**config.mk**
```make
export PLATFORM = sky130hd
export DESIGN_NAME = bsg_front_side_bus_hop_out
export DESIGN_NICKNAME = d
export VERILOG_FILES = /design/src/rtl/bsg_front_side_bus_hop_out_pkg.sv /design/src/rtl/bsg_round_robin_arb_hold.sv /design/src/rtl/bsg_two_fifo.sv /design/src/rtl/bsg_front_side_bus_hop_out.sv
export SDC_FILE = /design/constraint.sdc
export NUM_CORES = 1
export LEC_CHECK = 0
export BUFFER_PORTS_ARGS = -buffer_cell sky130_fd_sc_hd__buf_2
export CAP_MARGIN = 10
export CORE_ASPECT_RATIO = 0.9
export CORE_MARGIN = 2
export CORE_UTILIZATION = 40
export DETAILED_ROUTE_END_ITERATION = 8
export MAX_ROUTING_LAYER = met4
export SETUP_SLACK_MARGIN = 0.2
export SYNTH_ARGS = -nofsm -noshare
export SYNTH_HDL_FRONTEND = slang
export SYNTH_SLANG_ARGS = --single-unit
```
**constraint.sdc**
```tcl
create_clock -name clk_i -period 4.9 [get_ports clk_i]
set_input_delay 0.98 -clock clk_i [delete_from_list [all_inputs] [get_ports clk_i]]
set_output_delay 0.98 -clock clk_i [all_outputs]
set_load 0.05 [all_outputs]
```
**src/rtl/bsg_front_side_bus_hop_out_pkg.sv**
```systemverilog
// Shared helpers for the front-side-bus hop-out arbiter slice.
// Latency: n/a (constant functions only).
// Backpressure: n/a.
package bsg_front_side_bus_hop_out_pkg;

  // Width of a requester index; never below 1 so two requesters still get a bit.
  function automatic int lg_idx(input int n);
    return (n <= 2) ? 1 : $clog2(n);
  endfunction

  // Wrap a priority index back into 0..n-1. The caller never exceeds 2n-1,
  // so one subtraction is enough and unused codes of a non power-of-2 n are skipped.
  function automatic int rr_wrap(input int idx, input int n);
    return (idx >= n) ? (idx - n) : idx;
  endfunction

endpackage

```
**src/rtl/bsg_round_robin_arb_hold.sv**
```systemverilog
// Round-robin arbiter that can freeze its grant while the consumer stalls.
// Latency: combinational grant from registered priority/lock state.
// Backpressure: i_hold locks the current grant until i_yumi reports the transfer.
module bsg_round_robin_arb_hold
  import bsg_front_side_bus_hop_out_pkg::*;
#(
  parameter int inputs_p = 2,
  parameter int lg_p     = lg_idx(inputs_p)
) (
  input  logic                i_clk,
  input  logic                i_reset,
  input  logic [inputs_p-1:0] i_reqs,
  input  logic                i_hold,
  input  logic                i_yumi,
  output logic [inputs_p-1:0] o_grant,
  output logic [lg_p-1:0]     o_grant_idx
);

  logic [lg_p-1:0] r_last;
  logic [lg_p-1:0] r_grant_idx;
  logic            r_locked;
  logic [lg_p-1:0] w_rr_idx;
  logic            w_any;

  assign w_any       = |i_reqs;
  assign o_grant_idx = r_locked ? r_grant_idx : w_rr_idx;

  // Search from last+1 upward with wrap; scanning high offsets first lets the
  // nearest requester overwrite the choice, so the lowest offset wins.
  always_comb begin
    w_rr_idx = r_last;
    for (int i = inputs_p - 1; i >= 0; i--) begin
      if (i_reqs[rr_wrap(int'(r_last) + 1 + i, inputs_p)]) begin
        w_rr_idx = lg_p'(rr_wrap(int'(r_last) + 1 + i, inputs_p));
      end
    end
  end

  // One-hot view of the selected index; empty when nothing is requesting.
  always_comb begin
    o_grant = '0;
    if (r_locked || w_any) begin
      o_grant[o_grant_idx] = 1'b1;
    end
  end

  // Priority advances only on a real transfer; a stall pins the grant.
  always_ff @(posedge i_clk) begin
    if (i_reset) begin
      r_last      <= lg_p'(inputs_p - 1);
      r_locked    <= 1'b0;
      r_grant_idx <= '0;
    end else if (i_yumi) begin
      r_last   <= o_grant_idx;
      r_locked <= 1'b0;
    end else if (i_hold) begin
      r_locked    <= 1'b1;
      r_grant_idx <= o_grant_idx;
    end
  end

endmodule

```
**src/rtl/bsg_two_fifo.sv**
```systemverilog
// Two-entry FIFO with valid/yumi dequeue.
// Latency: 1 cycle from enqueue to head valid; no input-to-output path.
// Backpressure: ready_o is "not full" only; enqueue and dequeue may coincide.
module bsg_two_fifo #(
  parameter int width_p = 16
) (
  input  logic               clk_i,
  input  logic               reset_i,
  output logic               ready_o,
  input  logic [width_p-1:0] data_i,
  input  logic               v_i,
  output logic               v_o,
  output logic [width_p-1:0] data_o,
  input  logic               yumi_i
);

  logic [width_p-1:0] r_mem [2];
  logic [1:0]         r_count;
  logic               r_wptr;
  logic               r_rptr;
  logic               w_enq;
  logic               w_deq;

  assign ready_o = (r_count != 2'd2);
  assign v_o     = (r_count != 2'd0);
  assign data_o  = r_mem[r_rptr];
  assign w_enq   = v_i & ready_o;
  assign w_deq   = yumi_i & v_o;

  // Occupancy and pointer bookkeeping; reset empties the FIFO.
  always_ff @(posedge clk_i) begin
    if (reset_i) begin
      r_count <= 2'd0;
      r_wptr  <= 1'b0;
      r_rptr  <= 1'b0;
    end else begin
      r_count <= r_count + {1'b0, w_enq} - {1'b0, w_deq};
      r_wptr  <= r_wptr ^ w_enq;
      r_rptr  <= r_rptr ^ w_deq;
    end
  end

  // Storage is written on enqueue only; contents are don't-care when empty.
  always_ff @(posedge clk_i) begin
    if (w_enq) begin
      r_mem[r_wptr] <= data_i;
    end
  end

endmodule

```
**src/rtl/bsg_front_side_bus_hop_out.sv**
```systemverilog
// N-to-1 hop-out: per-requester two-entry buffering, round-robin merge onto one link.
// Latency: 1 cycle minimum from input acceptance to output valid.
// Backpressure: ready_o is FIFO-not-full; a stalled output holds its grant and data stable.
module bsg_front_side_bus_hop_out
  import bsg_front_side_bus_hop_out_pkg::*;
#(
  parameter int width_p  = 16,
  parameter int inputs_p = 2
) (
  input  logic                        clk_i,
  input  logic                        reset_i,
  input  logic [inputs_p-1:0]         v_i,
  input  logic [inputs_p*width_p-1:0] data_i,
  output logic [inputs_p-1:0]         ready_o,
  output logic                        v_o,
  output logic [width_p-1:0]          data_o,
  input  logic                        ready_i
);

  localparam int lg_lp = lg_idx(inputs_p);

  logic [inputs_p-1:0] w_fifo_rdy;
  logic [inputs_p-1:0] w_fifo_v;
  logic [width_p-1:0]  w_fifo_dat [inputs_p];
  logic [inputs_p-1:0] w_grant;
  logic [inputs_p-1:0] w_yumi;
  logic [lg_lp-1:0]    w_grant_idx;
  logic                w_xfer;
  logic                w_hold;

  for (genvar k = 0; k < inputs_p; k++) begin : g_fifo
    bsg_two_fifo #(.width_p(width_p)) u_fifo (
      .clk_i   (clk_i),
      .reset_i (reset_i),
      .ready_o (w_fifo_rdy[k]),
      .data_i  (data_i[k*width_p +: width_p]),
      .v_i     (v_i[k]),
      .v_o     (w_fifo_v[k]),
      .data_o  (w_fifo_dat[k]),
      .yumi_i  (w_yumi[k])
    );
  end

  // Reset masks the handshake outputs even before the FIFOs have cleared.
  assign ready_o = w_fifo_rdy & {inputs_p{~reset_i}};
  assign v_o     = (|w_fifo_v) & ~reset_i;
  assign w_xfer  = v_o & ready_i;
  assign w_hold  = v_o & ~ready_i;

  bsg_round_robin_arb_hold #(.inputs_p(inputs_p), .lg_p(lg_lp)) u_arb (
    .i_clk       (clk_i),
    .i_reset     (reset_i),
    .i_reqs      (w_fifo_v),
    .i_hold      (w_hold),
    .i_yumi      (w_xfer),
    .o_grant     (w_grant),
    .o_grant_idx (w_grant_idx)
  );

  // Only the granted FIFO is popped, and only when the link actually moves a flit.
  always_comb begin
    w_yumi = '0;
    for (int k = 0; k < inputs_p; k++) begin
      w_yumi[k] = w_xfer && (w_grant_idx == lg_lp'(k));
    end
  end

  // AND-OR mux over FIFO heads steered by the one-hot grant.
  always_comb begin
    data_o = '0;
    for (int k = 0; k < inputs_p; k++) begin
      if (w_grant[k]) begin
        data_o = data_o | w_fifo_dat[k];
      end
    end
  end

endmodule

```
==> results of run 1 <==
==> cells by family after synthesis <==
group,share of synthesized area [%]
adder cells (fa/ha/maj),2.99
multiplexers,5.46
AO/OA/AOI/OAI,11.6
AND/OR/NAND/NOR,10.1
flip-flops,64.0
XOR/XNOR,0.785
buffers and inverters,5.05
==> Yosys cell counts, drive strengths merged, types with 2 or more instances <==
master and number:
nor2b 4, dfxtp 11, mux2i 16, clkbuf 10
inv 9, edfxtp 64, xor2 2, o21ai 2
or4 2, o221ai 32, ha 8, a21oi 4
nor2 10, a21boi 2, nand2b 34, nor3 2
buf 9, mux2 2
==> per-layer routing <==
layer / share of wire, % / wire (um) / track usage (%)
met5: 0 / 0 / -
met4: 1.5 / 102 / 6.62
met3: 6.0 / 401 / 3.72
met2: 43 / 2870 / 20.5
met1: 50 / 3320 / 24.1
==> layout by cell type (no fill, tap or decap), types with 2 or more instances in the layout <==
cell type | synthesis | layout
nor3_1 | 2 | 2
clkbuf_8 | 0 | 9
nor2b_1 | 4 | 4
dfxtp_1 | 11 | 11
buf_2 | 2 | 55
o221ai_1 | 32 | 32
a21oi_1 | 4 | 4
buf_4 | 0 | 2
nand2b_1 | 34 | 34
mux2_2 | 2 | 2
xor2_1 | 2 | 2
clkinvlp_4 | 0 | 3
nor2_1 | 10 | 10
edfxtp_1 | 64 | 64
ha_1 | 8 | 8
a21boi_0 | 2 | 2
inv_1 | 9 | 9
mux2i_1 | 16 | 16
==> worst register-to-register path: cells and delay by family (launching register included) <==
kind / cells / cell delay [ns]
XOR/XNOR: 1 / 0.20
adder cells (fa/ha/maj): 2 / 0.44
buffers and inverters: 1 / 0.06
AO/OA/AOI/OAI: 1 / 0.22
AND/OR/NAND/NOR: 4 / 1.08
flip-flops: 1 / 0.37
==> per-stage QoR <==
step                      worst slack (ns)  cells  cell area [um^2]  hold slack (ns)
final                                 1.55    388              3820            0.548
after global routing                  1.40    388              3820            0.598
after CTS                             1.54    388              3820            0.556
after detailed placement              1.93    372              3620            0.539
after global placement                1.95    372              3620            0.527
after floorplan                       1.77    235              3350            0.500
==> registers in the layout (all words and copies together), names as in the netlist <==
| signal | count |
|---|---|
| g_fifo.u_fifo.r_count | 4 |
| g_fifo.u_fifo.r_mem | 64 |
| g_fifo.u_fifo.r_rptr | 2 |
| g_fifo.u_fifo.r_wptr | 2 |
| u_arb.r_grant_idx | 1 |
| u_arb.r_last | 1 |
| u_arb.r_locked | 1 |
==> worst paths after layout <==
path | start | end | slack, ns | cells past startpoint
setup / recovery | u_arb.r_locked | data_o[5] | 1.55 | 5
hold / removal | g_fifo[1].u_fifo.r_wptr | g_fifo[1].u_fifo.r_wptr | 0.55 | 3
setup reg to reg | u_arb.r_locked | g_fifo[0].u_fifo.r_count[1] | 2.41 | 9
hold reg to reg | g_fifo[1].u_fifo.r_wptr | g_fifo[1].u_fifo.r_wptr | 0.55 | 3
==> cell type report <==
cell class                      instances  area, um^2  area share, %
Inverter                                9        33.8          0.883
Multi-Input combinational cell        132        1030           27.1
Sequential cell                        75        2140           56.0
Timing Repair Buffer                   57         290           7.59
Clock buffer                            9         124           3.24
Tap cell                               99         124           3.24
Clock inverter                          7        76.3           2.00
==> flow_summary.json, run 1 <==
{
  "worstPathCellList": "or4_1 > o211ai_2 > buf_4 > mux2i_1 > buf_2",
  "max_freq_mhz": 299,
  "overflow": 0,
  "worst_slew_pin_slew_ns": 1.10,
  "finalSetupViolCount": 0,
  "cts_hold_buf": 0,
  "async_flop_share_pct": 0,
  "cp_top_family": "buffers and inverters",
  "endpoint_kind": "output pin",
  "clockRootBuffer": "clkbuf_8",
  "antenna_left": 0,
  "ys_top_cells_by_area": "edfxtp_1 57%, o221ai_1 8.4%, dfxtp_1 6.6%, nand2b_1 6.4%, mux2i_1 4.8%",
  "fill_cells": 723,
  "finalMaxSlewViolations": 0,
  "avgViaCountPerCell": 5.14,
  "crit_path_max_incr_delay_ns": 0.55,
  "utilization_pct": 47.4,
  "status": "finished, final reports clean",
  "clkSinkCount": 75,
  "synth-seq-cells": 75,
  "wl_mm": 6.69,
  "core_um2": 8070,
  "post-route-drc-count": 0,
  "ys_seq_area_share_pct": 64.0,
  "hold_viol_final": 0,
  "layout-drive-gt1-share_pct": 27.3,
  "clk_latency_ns": 0.34,
  "yosysWarnings": 0,
  "cts_tree": "yes",
  "port_buffers": 55,
  "antenna_found_initial": 0,
  "drt_iter0_drc": 97,
  "fin_crit_ns": 3.35,
  "hold_path_class": "register to register",
  "io_pins": 56,
  "globalplace.congestion": 0.810,
  "maxCapViolations": 0,
  "postCtsResizedCells": 0,
  "cts_buffers": 9,
  "dieArea_um2": 9110,
  "post_cts_buffers": 0,
  "first_global_vias": 1925,
  "fin_crit_sh_pct": 68.3,
  "start_kind": "register",
  "cts.clk_slew.worst_paths_ns": 0.08,
  "ys.flop_type": "edfxtp_1",
  "synth.avg_cell_area_um2": 14.2,
  "synthesis.nets": 280,
  "synthCells": 235,
  "slowest_stage": "or4_1",
  "fp.dieW_um": 100,
  "synth_largest_area_cell": "edfxtp_1",
  "vias": 1993,
  "wl_per_cell_um": 17.2,
  "num_rows": 31,
  "dpl.hpwl_mm": 4.45,
  "synth_top_area_share_pct": 57.4,
  "first_pass_iters": 4,
  "worstSetupPathType": "register to output pin",
  "skew_ns": 0.00997,
  "critPathBufInv": 2,
  "start_util_pct": 41.5,
  "die_h_um": 90.8,
  "synth_edf_count": 64,
  "syn2layout_area_growth_pct": 14.3,
  "setup-tns-final_ns": 0,
  "worstPathRequired_ns": 3.92,
  "grt_first_pass_wirelength_mm": 10.7,
  "netlist_area_um2": 3350,
  "slew_headroom_pct": 26.6,
  "grt_max_degree": 35,
  "rsz0062_at_grt": "false",
  "synth_cell_type_count": 34,
  "layout.nets": 329,
  "clk_path_buf_depth": 2,
  "antenna_cells": 0,
  "cp.arrival_ns": 2.37,
  "cts-htree-levels": 3,
  "track_usage_pct": 16.0,
  "cp_max_fo": 11
}
Power of run 1 is not shown: default switching activity piles up to over one toggle a cycle in this logic, so the estimate is an artifact.
==> inputs of run 2 (changes only) <==
==> constraint.sdc (replaced) <==
create_clock -name clk_i -period 3.3 [get_ports clk_i]
set_input_delay 0.66 -clock clk_i [delete_from_list [all_inputs] [get_ports clk_i]]
set_output_delay 0.66 -clock clk_i [all_outputs]
set_load 0.05 [all_outputs]
==> run 2 against run 1 <==
  * Core utilization shrank 0.062 points
  * Routed wire length is 1.7% lower
  * Largest cell class unchanged
  * Clock-buffer cell count up 1
  * Sequential share of layout area up 0.073 points
  * Critical endpoint is now data_o[0]
  * Setup slack got worse by 1.2 ns
  * Clock skew down 0.00073 ns
  * Cell area down 0.13%
  * Register-to-register slack got worse by 1.7 ns
  * First-iteration DRC count down 21%
  * Die area did not move
  * Critical path depth is the same
==> flow_summary.json, run 2 (synthesis results as in run 1) <==
{
  "fin_crit_sh_pct": 88.6,
  "num_rows": 31,
  "antenna_left": 0,
  "timing.rr.start": "g_fifo[1].u_fifo.r_count[1]",
  "cts_hold_buf": 0,
  "post_cts_buffers": 0,
  "hold_slack_ns": 0.502,
  "min_path_cells": 1,
  "cts_buffers": 9,
  "slowest_stage": "or4_1",
  "finalMaxSlewViolations": 0,
  "worst_slew_pin_slew_ns": 0.788,
  "largestRegisters": "g_fifo.u_fifo.r_mem (64), g_fifo.u_fifo.r_count (4)",
  "final_common_cell": "edfxtp_1",
  "max_freq_mhz": 342,
  "ff2ff_setup_slack_ns": 0.76,
  "syn2layout_area_growth_pct": 14.2,
  "avgViaCountPerCell": 5.20,
  "hold_path_class": "input pin to register",
  "cts-htree-levels": 3,
  "cp_max_fo": 8,
  "dp.cells": 375,
  "vias": 2032,
  "dieArea_um2": 9110,
  "clockRootBuffer": "clkbuf_8",
  "wl_per_cell_um": 16.8,
  "min-delay-start": "data_i[25]",
  "start_kind": "register",
  "start_util_pct": 41.5,
  "layout.nets": 332,
  "top_register": "g_fifo.u_fifo.r_mem",
  "layout-drive-gt1-share_pct": 27.7,
  "first_pass_iters": 4,
  "endpoint_kind": "output pin",
  "globalplace.congestion": 0.786,
  "clk_path_buf_depth": 2,
  "drt-met1-wl_mm": 3.29,
  "fp.dieW_um": 100,
  "clk_latency_ns": 0.34,
  "cp.arrival_ns": 2.26,
  "dpl.hpwl_mm": 4.42,
  "crit_path_max_incr_delay_ns": 0.51,
  "port_buffers": 55,
  "met2_length_mm": 2.91,
  "fill_cells": 747,
  "clkSinkCount": 75,
  "antenna_cells": 0,
  "finalSetupViolCount": 0,
  "fin_crit_ns": 2.92,
  "wl_met3_um": 238,
  "status": "finished, final reports clean",
  "die_h_um": 90.8,
  "maxUsedRoutingLayer": "met4",
  "fin_cells": 391,
  "antenna_found_initial": 0,
  "hold_viol_final": 0,
  "track_usage_pct": 15.6,
  "reg2regPathDepth": 10,
  "min_delay_worst_endpoint": "g_fifo[1].u_fifo.r_mem[0][9]",
  "regArea_um2": 2140,
  "worstPathCellList": "or4_1 > o211ai_2 > buf_4 > mux2i_1 > buf_2",
  "drt_iter0_drc": 77,
  "post-route-drc-count": 0,
  "io_pins": 56,
  "rsz0062_at_grt": "false",
  "skew_ns": 0.00924,
  "maxCapViolations": 0,
  "worstSetupPathType": "register to output pin",
  "largest_register_ffs": 64,
  "grt_first_pass_wirelength_mm": 10.4,
  "slew_headroom_pct": 47.5,
  "cts_tree": "yes",
  "grt_max_degree": 39,
  "setup-tns-final_ns": 0,
  "overflow": 0,
  "core_um2": 8070,
  "worstPathRequired_ns": 2.64,
  "first_global_vias": 1959,
  "wl_mm": 6.57,
  "r2r_end": "g_fifo[0].u_fifo.r_count[1]",
  "cts.clk_slew.worst_paths_ns": 0.08,
  "postCtsResizedCells": 0,
  "final_cell_mix": "64 x edfxtp_1, 55 x buf_2, 34 x nand2b_1, 32 x o221ai_1, 16 x mux2i_1",
  "multi_input_area_um2": 1030
}
==> run 2: worst max path at each step <==
stage                     cells after the start                        start    endpoint  slack, ns
after floorplan                               6  g_fifo[1].u_fifo.r_count[1]  data_o[10]       0.50
after global placement                        5  g_fifo[1].u_fifo.r_count[1]   data_o[2]       0.71
after detailed placement                      5  g_fifo[1].u_fifo.r_count[1]   data_o[3]       0.71
after CTS                                     5  g_fifo[1].u_fifo.r_count[1]   data_o[3]       0.32
after global routing                          5  g_fifo[1].u_fifo.r_count[1]   data_o[3]       0.22
final                                         5  g_fifo[1].u_fifo.r_count[1]   data_o[0]       0.38
==> run 2: final cells by class <==
cell class                      instances  share of cell area, %
Sequential cell                        75                   56.1
Timing Repair Buffer                   60                   8.29
Tap cell                               99                   3.24
Inverter                                9                  0.884
Multi-Input combinational cell        132                   27.1
Clock inverter                          6                   1.08
Clock buffer                           10                   3.34
==> run 2: routing by layer <==
| metal | track usage, % | vias to the layer above |
|---|---|---|
| met2 | 21.2 | 52 |
| li1 | - | 1007 |
| met3 | 3.10 | 10 |
| met4 | 6.85 | 0 |
| met5 | - | - |
| met1 | 22.7 | 963 |
==> run 2: per-stage QoR <==
stage	utilization, %	setup slack, ns	instance area (um^2)
floorplan	-	0.502	3350
global placement	45.2	0.713	3650
detailed placement	45.2	0.705	3650
CTS	47.3	0.324	3820
global route	47.3	0.216	3820
finish	47.3	0.375	3820
==> run 2: critical path, delay by kind of cell, from the launching register on <==
kind / cells / cell delay (ns)
mux: 1 / 0.24
compound gates: 1 / 0.22
simple gates: 1 / 0.51
buf+inv: 2 / 0.56
flops: 1 / 0.39
Power of run 2 is left out for the same reason.
==> inputs of run 3 (changes only) <==
--- a/config.mk
+++ b/config.mk
@@ -12,6 +12,7 @@
 export CORE_UTILIZATION = 40
 export DETAILED_ROUTE_END_ITERATION = 8
 export MAX_ROUTING_LAYER = met4
+export RECOVER_POWER = 50
 export SETUP_SLACK_MARGIN = 0.2
 export SYNTH_ARGS = -nofsm -noshare
 export SYNTH_HDL_FRONTEND = slang
==> run 3 against run 2 <==
  * Via count barely moved
  * Sequential share of layout area is 0.37 points higher
  * Sequential cell count unchanged
  * Global-route usage is the same
  * Clock skew is 0.00065 ns higher
  * First-iteration DRC count shrank 1.3%
  * Maximum frequency up 0.11%
  * Critical path depth unchanged
  * Register-to-register slack about the same
  * Critical endpoint unchanged
==> flow_summary.json, run 3 (synthesis results as in run 1) <==
{
  "post-route-drc-count": 0,
  "fp.dieW_um": 100,
  "regArea_um2": 2140,
  "hold_path_class": "input pin to register",
  "cp_top_family": "buffers and inverters",
  "cp_max_fo": 8,
  "finalMaxSlewViolations": 0,
  "port_buffers": 55,
  "layout.nets": 332,
  "rsz0062_at_grt": "false",
  "grt_first_pass_wirelength_mm": 10.4,
  "status": "finished, final reports clean",
  "clockRootBuffer": "clkbuf_8",
  "multi_input_area_um2": 1030,
  "layout-drive-gt1-share_pct": 20.9,
  "max_freq_mhz": 342,
  "worstPathRequired_ns": 2.64,
  "overflow": 0,
  "worstPathCellList": "or4_1 > o211ai_2 > buf_4 > mux2i_1 > buf_2",
  "largestRegisters": "g_fifo.u_fifo.r_mem (64), g_fifo.u_fifo.r_count (4)",
  "worstSetupPathType": "register to output pin",
  "finalSetupViolCount": 0,
  "fin_crit_sh_pct": 88.5,
  "core_um2": 8070,
  "hold_slack_ns": 0.509,
  "final_common_cell": "edfxtp_1",
  "antenna_cells": 0,
  "dpl.hpwl_mm": 4.42,
  "track_usage_pct": 15.6,
  "avgViaCountPerCell": 5.19,
  "post_cts_buffers": 0,
  "dieArea_um2": 9110,
  "fin_crit_ns": 2.92,
  "clk_path_buf_depth": 2,
  "grt_max_degree": 39,
  "slowest_stage": "or4_1",
  "vias": 2030,
  "clk_latency_ns": 0.33,
  "cts.clk_slew.worst_paths_ns": 0.08,
  "cts_tree": "yes",
  "setup-tns-final_ns": 0,
  "maxCapViolations": 0,
  "clkSinkCount": 75,
  "hold_viol_final": 0,
  "first_pass_iters": 5,
  "wl_mm": 6.57,
  "final_cell_mix": "64 x edfxtp_1, 35 x buf_2, 34 x nand2b_1, 32 x o221ai_1, 21 x clkbuf_1",
  "first_global_vias": 1959,
  "start_util_pct": 41.5,
  "globalplace.congestion": 0.786,
  "die_h_um": 90.8,
  "top_register": "g_fifo.u_fifo.r_mem",
  "wl_per_cell_um": 16.8,
  "endpoint_kind": "output pin",
  "start_kind": "register",
  "worst_slew_pin_slew_ns": 0.790,
  "largest_register_ffs": 64,
  "cts_buffers": 9,
  "skew_ns": 0.00989,
  "antenna_found_initial": 0,
  "drt_iter0_drc": 76,
  "critPathBufInv": 2,
  "antenna_left": 0,
  "crit_path_max_incr_delay_ns": 0.51,
  "cts-htree-levels": 3,
  "num_rows": 31,
  "cp.arrival_ns": 2.26,
  "fill_cells": 754,
  "io_pins": 56,
  "syn2layout_area_growth_pct": 13.4,
  "slew_headroom_pct": 47.4
}
run 3: changes by cell type in the layout (fill, tap and decap cells not counted), sizes merged:
cell | previous run | this run
clkbuf | 10 | 30
buf | 60 | 40
run 3: layout make-up:
cell class                      instances  share of cell area (%)
Inverter                                9                   0.890
Timing Repair Buffer                   60                    7.68
Tap cell                               99                    3.26
Clock buffer                           10                    3.36
Clock inverter                          6                    1.09
Sequential cell                        75                    56.4
Multi-Input combinational cell        132                    27.3
run 3: worst paths after layout:
| path | to | slack [ns] | cells after the start | startpoint |
|---|---|---|---|---|
| worst max-delay path | data_o[0] | 0.38 | 5 | g_fifo[1].u_fifo.r_count[1] |
| worst min-delay path | g_fifo[1].u_fifo.r_mem[0][9] | 0.51 | 1 | data_i[25] |
| worst max register to register | g_fifo[0].u_fifo.r_count[1] | 0.76 | 10 | g_fifo[1].u_fifo.r_count[1] |
| worst min register to register | g_fifo[1].u_fifo.r_wptr | 0.55 | 3 | g_fifo[1].u_fifo.r_wptr |
run 3: per-stage QoR:
stage | instances | setup slack, ns | util (%) | area (um^2)
detailed placement | 375 | 0.705 | 45.2 | 3650
global route | 391 | 0.216 | 47.0 | 3790
floorplan | 235 | 0.502 | - | 3350
global placement | 375 | 0.713 | 45.2 | 3650
finish | 391 | 0.378 | 47.0 | 3790
CTS | 391 | 0.324 | 47.3 | 3820
run 3: routing by layer:
metal | track usage (%) | routed length, um
met3 | 3.10 | 245
met2 | 21.2 | 2940
met4 | 6.85 | 94
met5 | - | 0
met1 | 22.7 | 3290
run 3: what timing repair did:
action / CTS / global route
setup endpoints to repair: 0 / 1
hold buffers: 0 / 0
resized for setup: 0 / 1
run 3: worst reg2reg max path: cells and delay by family (launching register included):
kind | cells | cell delay, ns
buffers and inverters | 2 | 0.32
adder cells (fa/ha/maj) | 2 | 0.41
AND/OR/NAND/NOR | 4 | 0.90
flip-flops | 1 | 0.39
AO/OA/AOI/OAI | 1 | 0.22
XOR/XNOR | 1 | 0.18
Power of run 3 is left out for the same reason.
